==> src/rtl/store_queue_pkg.sv <==
// Shared definitions for the store path.
// Store-select encodings and a helper that maps a select code to an access
// size in bytes. A size of 0 marks an undefined select code.
package store_queue_pkg;

    localparam logic [2:0] STORE_SB = 3'b000;
    localparam logic [2:0] STORE_SH = 3'b001;
    localparam logic [2:0] STORE_SW = 3'b010;
    localparam logic [2:0] STORE_SD = 3'b011;

    function automatic logic [3:0] store_bytes(input logic [2:0] sel);
        case (sel)
            STORE_SB: store_bytes = 4'd1;
            STORE_SH: store_bytes = 4'd2;
            STORE_SW: store_bytes = 4'd4;
            STORE_SD: store_bytes = 4'd8;
            default:  store_bytes = 4'd0;
        endcase
    endfunction

endpackage

==> src/rtl/store_queue_lane_align.sv <==
// store_lane_align: combinational byte-lane alignment for one store.
// Ports:
//   storesel  store size select
//   addr_lo   byte offset within the bus word (addr mod XLEN/8)
//   data      raw store data, value in the low bits
//   aligned   data moved onto its byte lanes, unenabled lanes zero
//   be        byte enables
//   fault     misaligned, wider than the bus, or undefined select
module store_lane_align
    import store_queue_pkg::*;
#(
    parameter int XLEN = 32
) (
    input  logic [2:0]                   storesel,
    input  logic [$clog2(XLEN/8)-1:0]    addr_lo,
    input  logic [XLEN-1:0]              data,
    output logic [XLEN-1:0]              aligned,
    output logic [XLEN/8-1:0]            be,
    output logic                         fault
);

    localparam int NB   = XLEN / 8;
    localparam int OFFW = $clog2(NB);

    logic [3:0]           nbytes;
    logic [NB:0]          span;
    logic [NB-1:0][7:0]   din;
    logic [NB-1:0][7:0]   dout;

    assign nbytes = store_bytes(storesel);
    assign din    = data;

    always_comb begin
        // One extra bit so a full-width store does not overflow the shift.
        span  = ((NB+1)'(1) << nbytes) - (NB+1)'(1);
        be    = span[NB-1:0] << addr_lo;
        fault = (nbytes == 4'd0)
             || ({28'd0, nbytes} > 32'(NB))
             || ((addr_lo & OFFW'(nbytes - 4'd1)) != '0);
    end

    // An enabled lane j always holds source byte j-off, which is below the
    // access size, so masking the raw data falls out of the enable gate.
    for (genvar j = 0; j < NB; j++) begin : g_lane
        logic [OFFW-1:0] src;
        assign src     = OFFW'(j) - addr_lo;
        assign dout[j] = be[j] ? din[src] : 8'h00;
    end

    assign aligned = dout;

endmodule

==> src/rtl/store_queue.sv <==
// store_queue: buffers aligned stores and drains them to the memory bus.
// Ports:
//   I_clk, I_rst_n           clock, asynchronous active-low reset
//   I_valid / O_ready        store request handshake from execute
//   I_storesel/I_addr/I_data store size, byte address, raw data
//   O_fault                  one-cycle pulse: last offered store was dropped
//   O_mem_valid/I_mem_ready  head-entry handshake to memory
//   O_mem_addr/data/be       head entry, word-aligned address
//   O_count, O_empty         occupancy
module store_queue
    import store_queue_pkg::*;
#(
    parameter int XLEN   = 32,
    parameter int DEPTH  = 4,
    parameter int AWIDTH = 32
) (
    input  logic                      I_clk,
    input  logic                      I_rst_n,
    input  logic                      I_valid,
    output logic                      O_ready,
    input  logic [2:0]                I_storesel,
    input  logic [AWIDTH-1:0]         I_addr,
    input  logic [XLEN-1:0]           I_data,
    output logic                      O_fault,
    output logic                      O_mem_valid,
    input  logic                      I_mem_ready,
    output logic [AWIDTH-1:0]         O_mem_addr,
    output logic [XLEN-1:0]           O_mem_data,
    output logic [XLEN/8-1:0]         O_mem_be,
    output logic [$clog2(DEPTH):0]    O_count,
    output logic                      O_empty
);

    localparam int NB   = XLEN / 8;
    localparam int OFFW = $clog2(NB);
    localparam int PW   = $clog2(DEPTH);
    localparam int CW   = PW + 1;

    logic [AWIDTH-1:0] q_addr [DEPTH];
    logic [XLEN-1:0]   q_data [DEPTH];
    logic [NB-1:0]     q_be   [DEPTH];

    logic [PW-1:0]     wptr, rptr;
    logic [CW-1:0]     count;
    logic              fault_q;

    logic [XLEN-1:0]   al_data;
    logic [NB-1:0]     al_be;
    logic              al_fault;
    logic              offer, enq, deq;

    store_lane_align #(.XLEN(XLEN)) u_align (
        .storesel (I_storesel),
        .addr_lo  (I_addr[OFFW-1:0]),
        .data     (I_data),
        .aligned  (al_data),
        .be       (al_be),
        .fault    (al_fault)
    );

    assign O_ready = (count != CW'(DEPTH));
    assign offer   = I_valid && O_ready;
    assign enq     = offer && !al_fault;
    assign deq     = O_mem_valid && I_mem_ready;

    always_ff @(posedge I_clk or negedge I_rst_n) begin
        if (!I_rst_n) begin
            wptr    <= '0;
            rptr    <= '0;
            count   <= '0;
            fault_q <= 1'b0;
            for (int i = 0; i < DEPTH; i++) begin
                q_addr[i] <= '0;
                q_data[i] <= '0;
                q_be[i]   <= '0;
            end
        end else begin
            fault_q <= offer && al_fault;
            if (enq) begin
                q_addr[wptr] <= {I_addr[AWIDTH-1:OFFW], {OFFW{1'b0}}};
                q_data[wptr] <= al_data;
                q_be[wptr]   <= al_be;
                wptr         <= wptr + PW'(1);
            end
            if (deq)
                rptr <= rptr + PW'(1);
            if (enq && !deq)
                count <= count + CW'(1);
            else if (!enq && deq)
                count <= count - CW'(1);
        end
    end

    // Head entry comes straight out of storage: no enqueue bypass.
    assign O_empty     = (count == '0);
    assign O_mem_valid = !O_empty;
    assign O_mem_addr  = q_addr[rptr];
    assign O_mem_data  = q_data[rptr];
    assign O_mem_be    = q_be[rptr];
    assign O_count     = count;
    assign O_fault     = fault_q;

endmodule

==> config.mk <==
export PLATFORM = sky130hd
export DESIGN_NAME = store_queue
export DESIGN_NICKNAME = d
export VERILOG_FILES = /design/src/rtl/store_queue_pkg.sv /design/src/rtl/store_queue_lane_align.sv /design/src/rtl/store_queue.sv
export SDC_FILE = /design/constraint.sdc
export NUM_CORES = 1
export LEC_CHECK = 0
export ABC_AREA = 0
export CORE_MARGIN = 5
export CORE_UTILIZATION = 54
export CTS_CLUSTER_DIAMETER = 150
export CTS_CLUSTER_SIZE = 20
export DETAILED_ROUTE_END_ITERATION = 7
export DONT_BUFFER_PORTS = 1
export GPL_ROUTABILITY_DRIVEN = 0
export GPL_TIMING_DRIVEN = 0
export HOLD_SLACK_MARGIN = 0.1
export PLACE_DENSITY = 0.74
export SLEW_MARGIN = 20
export SYNTH_ARGS = -nofsm -noshare
export SYNTH_HDL_FRONTEND = slang
export SYNTH_SLANG_ARGS = --single-unit
==> constraint.sdc <==
create_clock -name I_clk -period 2.7 [get_ports I_clk]
set_clock_uncertainty 0.2 [all_clocks]
set_input_delay 0.54 -clock I_clk [delete_from_list [all_inputs] [get_ports I_clk]]
set_output_delay 0.54 -clock I_clk [all_outputs]
set_load 0.02 [all_outputs]
After elaboration in Yosys (flattened, before gate mapping). Index checks and enable logic that the tools add are counted.

Bits in registers: 280. Latch bits: 0. Memory bits (writable): 0. Memory bits (read-only): 0. Bits of input ports: 71. Word-level logic and storage cells: 92. Memories: 0.

$add $sub $neg: 10. Multipliers: 0. Divide/modulo/power cells: 0. $lt $le $gt $ge: 8. Equal/unequal tests: 4. Shifts and indexed selects: 2. Muxes and demuxes: 31. Bitwise operators: 3. Reductions and logical operators: 18.

Operators with widths (number): bitwise mux 128 bit (2); two-way mux 32 bit (5); binary-select mux 32 bit (select 2 bit) (2); binary-select mux 8 bit (select 2 bit) (4); demux 32 bit (select 2 bit) (1); two-way mux 8 bit (8); bitwise mux 16 bit (1); case mux 4 bit (4 select lines) (1); less-than comparator 2 x 3 -> 1 bit (second input constant) (4); two-way mux 4 bit (3); binary-select mux 4 bit (select 2 bit) (1); demux 4 bit (select 2 bit) (1); logical AND 1 bit (7); == test 3 x 2 -> 1 bit (second input constant) (2); >= comparator 3 bit (second input constant) (2); zero test 3 bit (2); two-way mux 3 bit (2); inverter 2 -> 3 bit (2); adder 2 x 1 -> 2 bit (second input constant) (2); greater-than comparator 4 x 3 -> 1 bit (second input constant) (1); zero test 1 bit (4); zero test 4 bit (1); nonzero test 2 bit (2); left shift 1 x 4 -> 4 bit (first input constant) (1); other kinds (12) (15).

Logic depth before layout (Yosys ltp). Gate-level depths: netlist of run 1.

Depth in word-level cells: 12. Depth in mapped cells: 8. Gate-level depth less buffers: 8.

By module. From an unflattened synthesis of run 1, not the netlist that was laid out.

Cell total of the unflattened synthesis: 755. Area total of the unflattened synthesis: 13294.0 µm².

Modules (own cells, without submodules): store_queue (instances 1, cells each 678, area each 12497.0 µm², seq. area each 6806.5 µm²); store_lane_align (instances 1, cells each 77, area each 797.0 µm², seq. area each 0.0 µm²).

Worst setup path before layout of run 1. OpenSTA, ideal clock, no wires.

Kind: input port to flip-flop. Start: input port I_storesel[0]. End: register count[2] (netlist: O_count[2]). Setup time: 0.080 ns. Arrival: 2.528 ns. Required time: 2.420 ns. Setup slack: -0.108 ns. Cell stages on the path: 8. Path buffers: 0. Cells stage by stage: or3_1 > a2111oi_4 > ha_1 > inv_1 > fa_1 > xor2_1 > nor2_1 > xor2_1.

Word-level cells in the longest chain between the ends: 11. Elaborated cells on any way between the ends: 19. Classes of those cells: add/sub (1); order compare (1); eq/ne (3); mux (2); bitwise (1); reduce/logical (11).

RTL lines: start: declaration (line store_queue.sv:21) `input logic [2:0] I_storesel,`; == test 3 x 2 -> 1 bit, or another cell as far along (line store_queue_pkg.sv:12) `case (sel)`; case mux 4 bit (4 select lines) (*) (line store_queue_pkg.sv:12); subtractor 2 x 1 -> 2 bit (line store_queue_lane_align.sv:39) `|| ((addr_lo & OFFW'(nbytes - 4'd1)) != '0);`; bitwise AND 2 bit (line store_queue_lane_align.sv:39); nonzero test 2 bit (line store_queue_lane_align.sv:39); logical OR 1 bit (*) (line store_queue_lane_align.sv:39); zero test 1 bit (*) (line store_queue.sv:63) `assign enq = offer && !al_fault;`; logical AND 1 bit (*) (line store_queue.sv:63); via enq (line store_queue.sv:50) `logic offer, enq, deq;`; zero test 1 bit (line store_queue.sv:89) `else if (!enq && deq)`; logical AND 1 bit (line store_queue.sv:89); nonzero test 2 bit (no source line); end signal: assignment (line store_queue.sv:88) `count <= count + CW'(1);`; end signal: assignment (line store_queue.sv:90) `count <= count - CW'(1);`; end: declaration (line store_queue.sv:44) `logic [CW-1:0] count;`.

The timed path passes the listed nets; every way through them passes the cells marked *. A chain may end at the register's enable or synchronous reset.

Worst setup path in the final report of run 1.
Start: register rptr[0]. End: output port O_mem_data[26].

Word-level cells in the longest chain between the ends: 4.

RTL lines: start: declaration (line store_queue.sv:43) `logic [PW-1:0] wptr, rptr;`; start signal: assignment (line store_queue.sv:86) `rptr <= rptr + PW'(1);`; inverter 2 -> 3 bit (implied by the code) (line store_queue.sv:98) `assign O_mem_data = q_data[rptr];`; binary-select mux 32 bit (select 2 bit) (line store_queue.sv:98); two-way mux 32 bit (implied by the code) (2 in a row) (line store_queue.sv:98); end: declaration (line store_queue.sv:28) `output logic [XLEN-1:0] O_mem_data,`.

No other way between the ends. The select of a mux whose other input is x is not followed.

==> out/metrics.cfg, run 1 <==
[final_layout]
fillCellCount = 1692
final_core_utilization_pct = 60.9
area_growth_pct = 10.8
post_route_cells_drive_above_1_share_pct = 51.5
fin_area_um2 = 13800
num-nets-final = 892

[timing]
setup_slack_ps = 71.2
rsz0062_at_grt = yes
max-slew-margin-rel_pct = 36.5
final.setup.tns_ps = 0
finalCritPeriodShare_pct = 97.4
final_max_slew_viol_count = 0
finalHoldWorstSlack_ps = -453
worst-slew-pin-transition_ps = 945
number_of_setup_violations_in_the_final_report = 0
finalCriticalPeriod_ps = 2630
fmax_mhz = 380
final-hold-violation-count = 272

[setup_path]
worst_path_max_delay_cell = mux4_2
critical_path.endpoint_type = primary output
critical_path_arrival_ps = 1890
rr_startpoint = O_count[0]
cp_common_cell = buf_12
startpoint_type = register
worst_path_largest_cell_delay_ps = 620
crit_start = rptr[0]
worstPathMaxFanout = 10
timing.critical_path.required_ps = 1960
critPathKind = reg -> out
cells_along_the_critical_path = buf_12 > buf_12 > mux4_2

[placed_design]
port_buffers = 0
placement.setup.worst_slack_ps = -597
place_area_um2 = 12800
dpl.hpwl_um = 19000

[logic_synthesis]
synthesis.area_um2 = 12400
synth-compound-area-share_pct = 0.674
post_synth_fa_ha_maj_area_fraction_pct = 0.664
yosys-top-cells-area = dfrtp_1, mux2_2, mux4_2, and2_1, buf_2
yosysSeqAreaShare_pct = 54.7
netlist_instances = 756
synthMuxAreaShare_pct = 39.5
synth.most_common_cell = dfrtp_1
yosys-top-cells-count = dfrtp_1, mux2_2, mux4_2
yosys.area.top_type_share_pct = 54.7
syn_area_per_cell_um2 = 16.5
synth_enable_flop_cells = 0
postSynth.asyncResetShare_pct = 100
main_combinational_cell_family_by_area_after_synthesis = multiplexers
synthFlopType = dfrtp_1
xor_xnor_fraction_of_synth_area_pct = 0.422
post-synth-top-area-cell = dfrtp_1
synth_cell_types = 28
synthSimpleGateAreaFrac_pct = 1.97
synth_seq_cells = 272
ys_warn_count = 0

[global_routing]
gr-usage-all-layers_pct = 21.5
grt_pass1_vias = 7521
grt_antenna_before_repair = 1
grt_max_degree = 273
wire_length_of_the_first_global_routing_pass_um = 44200
grt_overflow_total = 0

[route]
via_count = 6717
wl_per_cell_um = 24.9
detailedRoute.firstPassIterationCount = 4
drc = 0
drt_iter0_drc = 400
antenna_violating_nets_post_route = 0
viasPerCell = 6.10
finalWirelength_um = 27400

[clock_tree]
cts-root-buf = clkbuf_16
htree_num_levels = 1
cts.sink_count = 272
tritoncts.num_buffers = 17
clock_transition_time_at_the_flip_flop_clock_pins_of_the_worst_setup_and_hold_paths_ps = 80
clk_latency_ps = 490
clock_tree.buffer_depth = 3
post_cts_hold_buffer_count = 33
tritoncts = yes

[floorplanning]
fp.dieH_um = 162
fp-row-count = 55
placeableCoreArea_um2 = 22600
initial_core_util_pct = 55.0
num_ports = 146
dieWidth_um = 162
die_area_um2 = 26200

[pwr]
total_leakage_power_nw = 6.33
vdd.ir_drop.worst_v = 0.000432
power_density_nw_per_um2 = 1080

[run_status]
outcome = finished, violations left
violations = hold timing

[flow_run]
max-cap-violations = 0

[min_path]
min_path_type = in -> async

-- sequential cells by signal, indices dropped and copies added (netlist names) --
register	count
q_data	128
q_be	16
q_addr	120
O_count	3
rptr	2
wptr	2
O_fault	1
-- power by group --
group	switching, mW	total [mW]	internal (mW)
clock	1.30	2.44	1.14
combinational	2.80	5.75	2.95
sequential	0.907	6.65	5.74
total	5.01	14.8	9.83
-- final timing paths --
path	endpoint	slack [ps]	cells past startpoint
setup / recovery	O_mem_data[26]	70	3
hold / removal	q_addr[50]	-450	0
setup reg to reg	q_addr[80]	150	7
hold reg to reg	q_addr[11]	300	1
max in group asynchronous	q_addr[13]	2220	0
min in group I_clk	q_data[37]	180	2
-- stage by stage --
stage	instances	hold WS (ps)	power [mW]
after floorplan	757	44.4	11.0
after global placement	1042	53.6	11.9
after detailed placement	1042	53.1	12.3
after CTS	1096	-485	15.0
after global routing	1101	-483	15.6
final	1101	-453	14.8
-- layer usage --
layer  global-route usage (%)  up-vias  part of all wire, %
li1                         -     2927                    -
met5                        0        -                    0
met4                     4.84        0                  2.3
met1                     29.1     3593                   42
met3                     5.00       35                  6.8
met2                     35.9      162                   49
-- worst max-delay path: cells and delay by family, from the launching register on --
family / cells / cell delay [ps]
mux: 1 / 620
flops: 1 / 470
buf+inv: 2 / 310
-- cell type report --
class | count | area, µm² | share of cell area [%]
flip-flops and latches | 272 | 6810 | 49.4
multi-input cells | 425 | 5410 | 39.2
diodes | 1 | 2.50 | 0.0181
clock inverters | 2 | 17.5 | 0.127
repair buffers | 40 | 383 | 2.78
well taps | 285 | 357 | 2.59
inverters | 7 | 26.3 | 0.191
clock buffers | 17 | 425 | 3.08
plain buffers | 52 | 360 | 2.61
-- cell usage in the layout (no fill, tap or decap) --
cell type,count
buf_4,16
dfrtp_2,4
clkbuf_4,18
nor2_1,10
mux2_2,265
nand2_1,6
inv_6,2
fa_2,1
ha_2,1
or3_4,2
dfrtp_1,268
conb_1,2
buf_2,4
nor3_1,2
buf_6,1
a2111oi_4,1
dlygate4sd3_1,33
a21oi_1,3
nand3_1,1
nor3b_4,1
o31ai_1,1
clkbuf_1,10
o31a_1,1
and2_1,24
buf_1,5
xor2_1,2
o21a_1,1
buf_12,3
a21o_1,1
mux4_2,82
clkbuf_16,17
diode_2,1
clkbuf_2,2
o21ai_0,2
inv_1,7
xnor2_1,4
mux2i_1,8
ha_1,4
-- repair_timing --
action,4_1_cts,5_1_grt
endpoints found under the setup margin,333,245
pin swaps,1,0
resized for setup,53,28
buffers inserted,3,4
hold endpoints to repair,395,272
-- logic make-up after synthesis --
| logic type | after synthesis |
|---|---|
| mux | 355 |
| flops | 272 |
| buf+inv | 60 |
| simple gates | 46 |
| compound gates | 10 |
| fa+ha+maj | 6 |
| xor+xnor | 6 |
| other cells | 1 |
Power figures use the tool's default switching activity.
==> run 2, diff against run 1 <==
--- a/config.mk
+++ b/config.mk
@@ -6,14 +6,13 @@
 export NUM_CORES = 1
 export LEC_CHECK = 0
 export ABC_AREA = 0
+export CAP_MARGIN = 20
 export CORE_MARGIN = 5
 export CORE_UTILIZATION = 54
-export CTS_CLUSTER_DIAMETER = 150
 export CTS_CLUSTER_SIZE = 20
 export DETAILED_ROUTE_END_ITERATION = 7
 export DONT_BUFFER_PORTS = 1
 export GPL_ROUTABILITY_DRIVEN = 0
-export GPL_TIMING_DRIVEN = 0
 export HOLD_SLACK_MARGIN = 0.1
 export PLACE_DENSITY = 0.74
 export SLEW_MARGIN = 20
==> run 2 against run 1 <==
Net effect:
- the flow still finishes with violations (hold timing)
- worst setup slack lost 62 ps
- wire length increased by 0.31%
- final area increased by 2.6%
- utilization is 1.6 points higher
- flip-flop and latch count unchanged
- global-route usage shrank 0.096 points
- sequential share of layout area fell by 1.2 points
- critical path type unchanged
- largest cell class unchanged
- largest power group unchanged
==> out/metrics.cfg, run 2 (synthesis results as in run 1) <==
[pwr]
power_frac_comb_pct = 35.9
vdd.ir_drop.worst_v = 0.000540
power.share.clock_pct = 22.3
p_sw_share_pct = 32.5
netSwitchingPower_mw = 5.18
seqPwrFrac_pct = 41.9
internal_power_mw = 10.8
total_leakage_power_nw = 6.53
report.power.total_mw = 15.9
power_density_nw_per_um2 = 1130

[timing]
finalCriticalPeriod_ps = 2690
finalHoldWorstSlack_ps = -501
setup_slack_ps = 9.51
final_max_slew_viol_count = 0
final-hold-violation-count = 272
max-slew-margin-rel_pct = 41.7
rsz0062_at_grt = yes
worst-slew-pin-transition_ps = 874
fmax_mhz = 372
number_of_setup_violations_in_the_final_report = 0
finalCritPeriodShare_pct = 99.6

[final_layout]
post_route_cells_drive_above_1_share_pct = 51.8
layoutNonFillerInstCount = 1093
area_growth_pct = 13.7
layout_commonest_cell = dfrtp_1
num-nets-final = 869
registers.top_by_ff_count = q_data
fin_area_um2 = 14100
most-common-layout-cells = dfrtp_1, mux2_2, mux4_2
final_core_utilization_pct = 62.5
largest_registers = q_data (128), q_addr (120), q_be (16)
largest_register_ffs = 128

[global_routing]
gr-usage-all-layers_pct = 21.4
grt_max_degree = 273
grt_pass1_vias = 7742
grt_overflow_total = 0
grt_antenna_before_repair = 2
wire_length_of_the_first_global_routing_pass_um = 44100

[clock_tree]
post_cts_setup_repair_bufs = 0
tritoncts.num_buffers = 29
cts-root-buf = clkbuf_16
clk_latency_ps = 530
tritoncts = yes
cts.sink_count = 272
clock_tree.buffer_depth = 3
clock_transition_time_at_the_flip_flop_clock_pins_of_the_worst_setup_and_hold_paths_ps = 60
htree_num_levels = 1
post_cts_hold_buffer_count = 33

[min_path]
min_path_type = in -> async

[route]
drt_iter0_drc = 285
via_count = 6740
drc = 0
finalWirelength_um = 27500
viasPerCell = 6.17
antenna_violating_nets_post_route = 0
detailedRoute.firstPassIterationCount = 4
wl_per_cell_um = 25.2

[setup_path]
critical_path_depth = 2
worst_r2r_path_depth = 9
worst_path_largest_cell_delay_ps = 630
path_buf_inv = 1
startpoint_type = register
critical_path.endpoint_type = primary output
critical_path_arrival_ps = 1950
critical-path-top-delay-family = multiplexers
cells_along_the_critical_path = buf_16 > mux4_2
worst_path_max_delay_cell = mux4_2
critPathKind = reg -> out
worstPathMaxFanout = 23
timing.critical_path.required_ps = 1960

[floorplanning]
fp.dieH_um = 162
num_ports = 146
die_area_um2 = 26200
initial_core_util_pct = 55.0
dieWidth_um = 162
placeableCoreArea_um2 = 22600
fp-row-count = 55

[placed_design]
dpl.hpwl_um = 17400
port_buffers = 0
place_area_um2 = 12900
placement.setup.worst_slack_ps = 2.58
placed_cells = 1011

[run_status]
violations = hold timing
outcome = finished, violations left

[flow_run]
max-cap-violations = 0

## run 2: cell count changes in the layout (fill, tap and decap cells not counted), sizes merged
cell / delta
clkbuf: -3
clkinv: +3
buf: -6
inv: -2
## run 2: worst register-to-register path, cell delays in order, from the launching register on
cell	delay, ps
dfrtp_2	490
nor3b_1	200
buf_4	180
a2111oi_4	280
ha_2	280
inv_1	60
fa_2	330
xor2_1	140
nor2_1	170
xor2_1	160
## run 2: final timing paths
| path | startpoint | end | slack (ps) |
|---|---|---|---|
| setup / recovery | rptr[0] | O_mem_addr[11] | 10 |
| hold / removal | I_rst_n | q_addr[114] | -500 |
| setup reg to reg | O_count[2] | O_count[2] | 140 |
| hold reg to reg | q_addr[45] | q_addr[45] | 300 |
| max in group asynchronous | I_rst_n | rptr[0] | 1980 |
| min in group I_clk | I_data[6] | q_data[38] | 150 |
## run 2: per-stage QoR
step / setup TNS [ps] / hold WS (ps)
after floorplan: -12.8 / 44.4
after global placement: 0 / 52.7
after detailed placement: 0 / 52.2
after CTS: -611 / -521
after global routing: -1480 / -528
final: 0 / -501
## run 2: timing repair
action	CTS	global route
endpoints found under the setup margin	66	67
resized for setup	4	2
gates cloned	1	1
endpoints found under the hold margin	395	272
## run 2: power groups by stage
| stage | Combinational [mW] | Sequential [mW] | Clock (mW) |
|---|---|---|---|
| after CTS | 5.76 | 6.65 | 3.63 |
| after detailed placement | 5.61 | 6.71 | 0 |
| after global placement | 5.46 | 6.49 | 0 |
| after global routing | 6.11 | 6.86 | 3.82 |
| final | 5.72 | 6.67 | 3.55 |
| after floorplan | 4.63 | 6.35 | 0 |
## run 2: final cells by class
cell class                 instances  area [µm²]
multi-input combinational        425        5420
sequential                       272        6820
clock buffer                      43         818
timing repair buffer              57         693
antenna                            1        2.50
clock inverter                     3        15.0
fill                            1630        8490
inverter                           7        26.3
tap                              285         357
## run 2: routing by layer
layer	vias to the layer above	global-route usage (%)	part of all wire, %
li1	2893	-	-
met1	3609	28.6	42
met2	197	35.2	49
met3	39	5.79	6.9
met4	2	5.61	1.9
met5	-	0	0.047
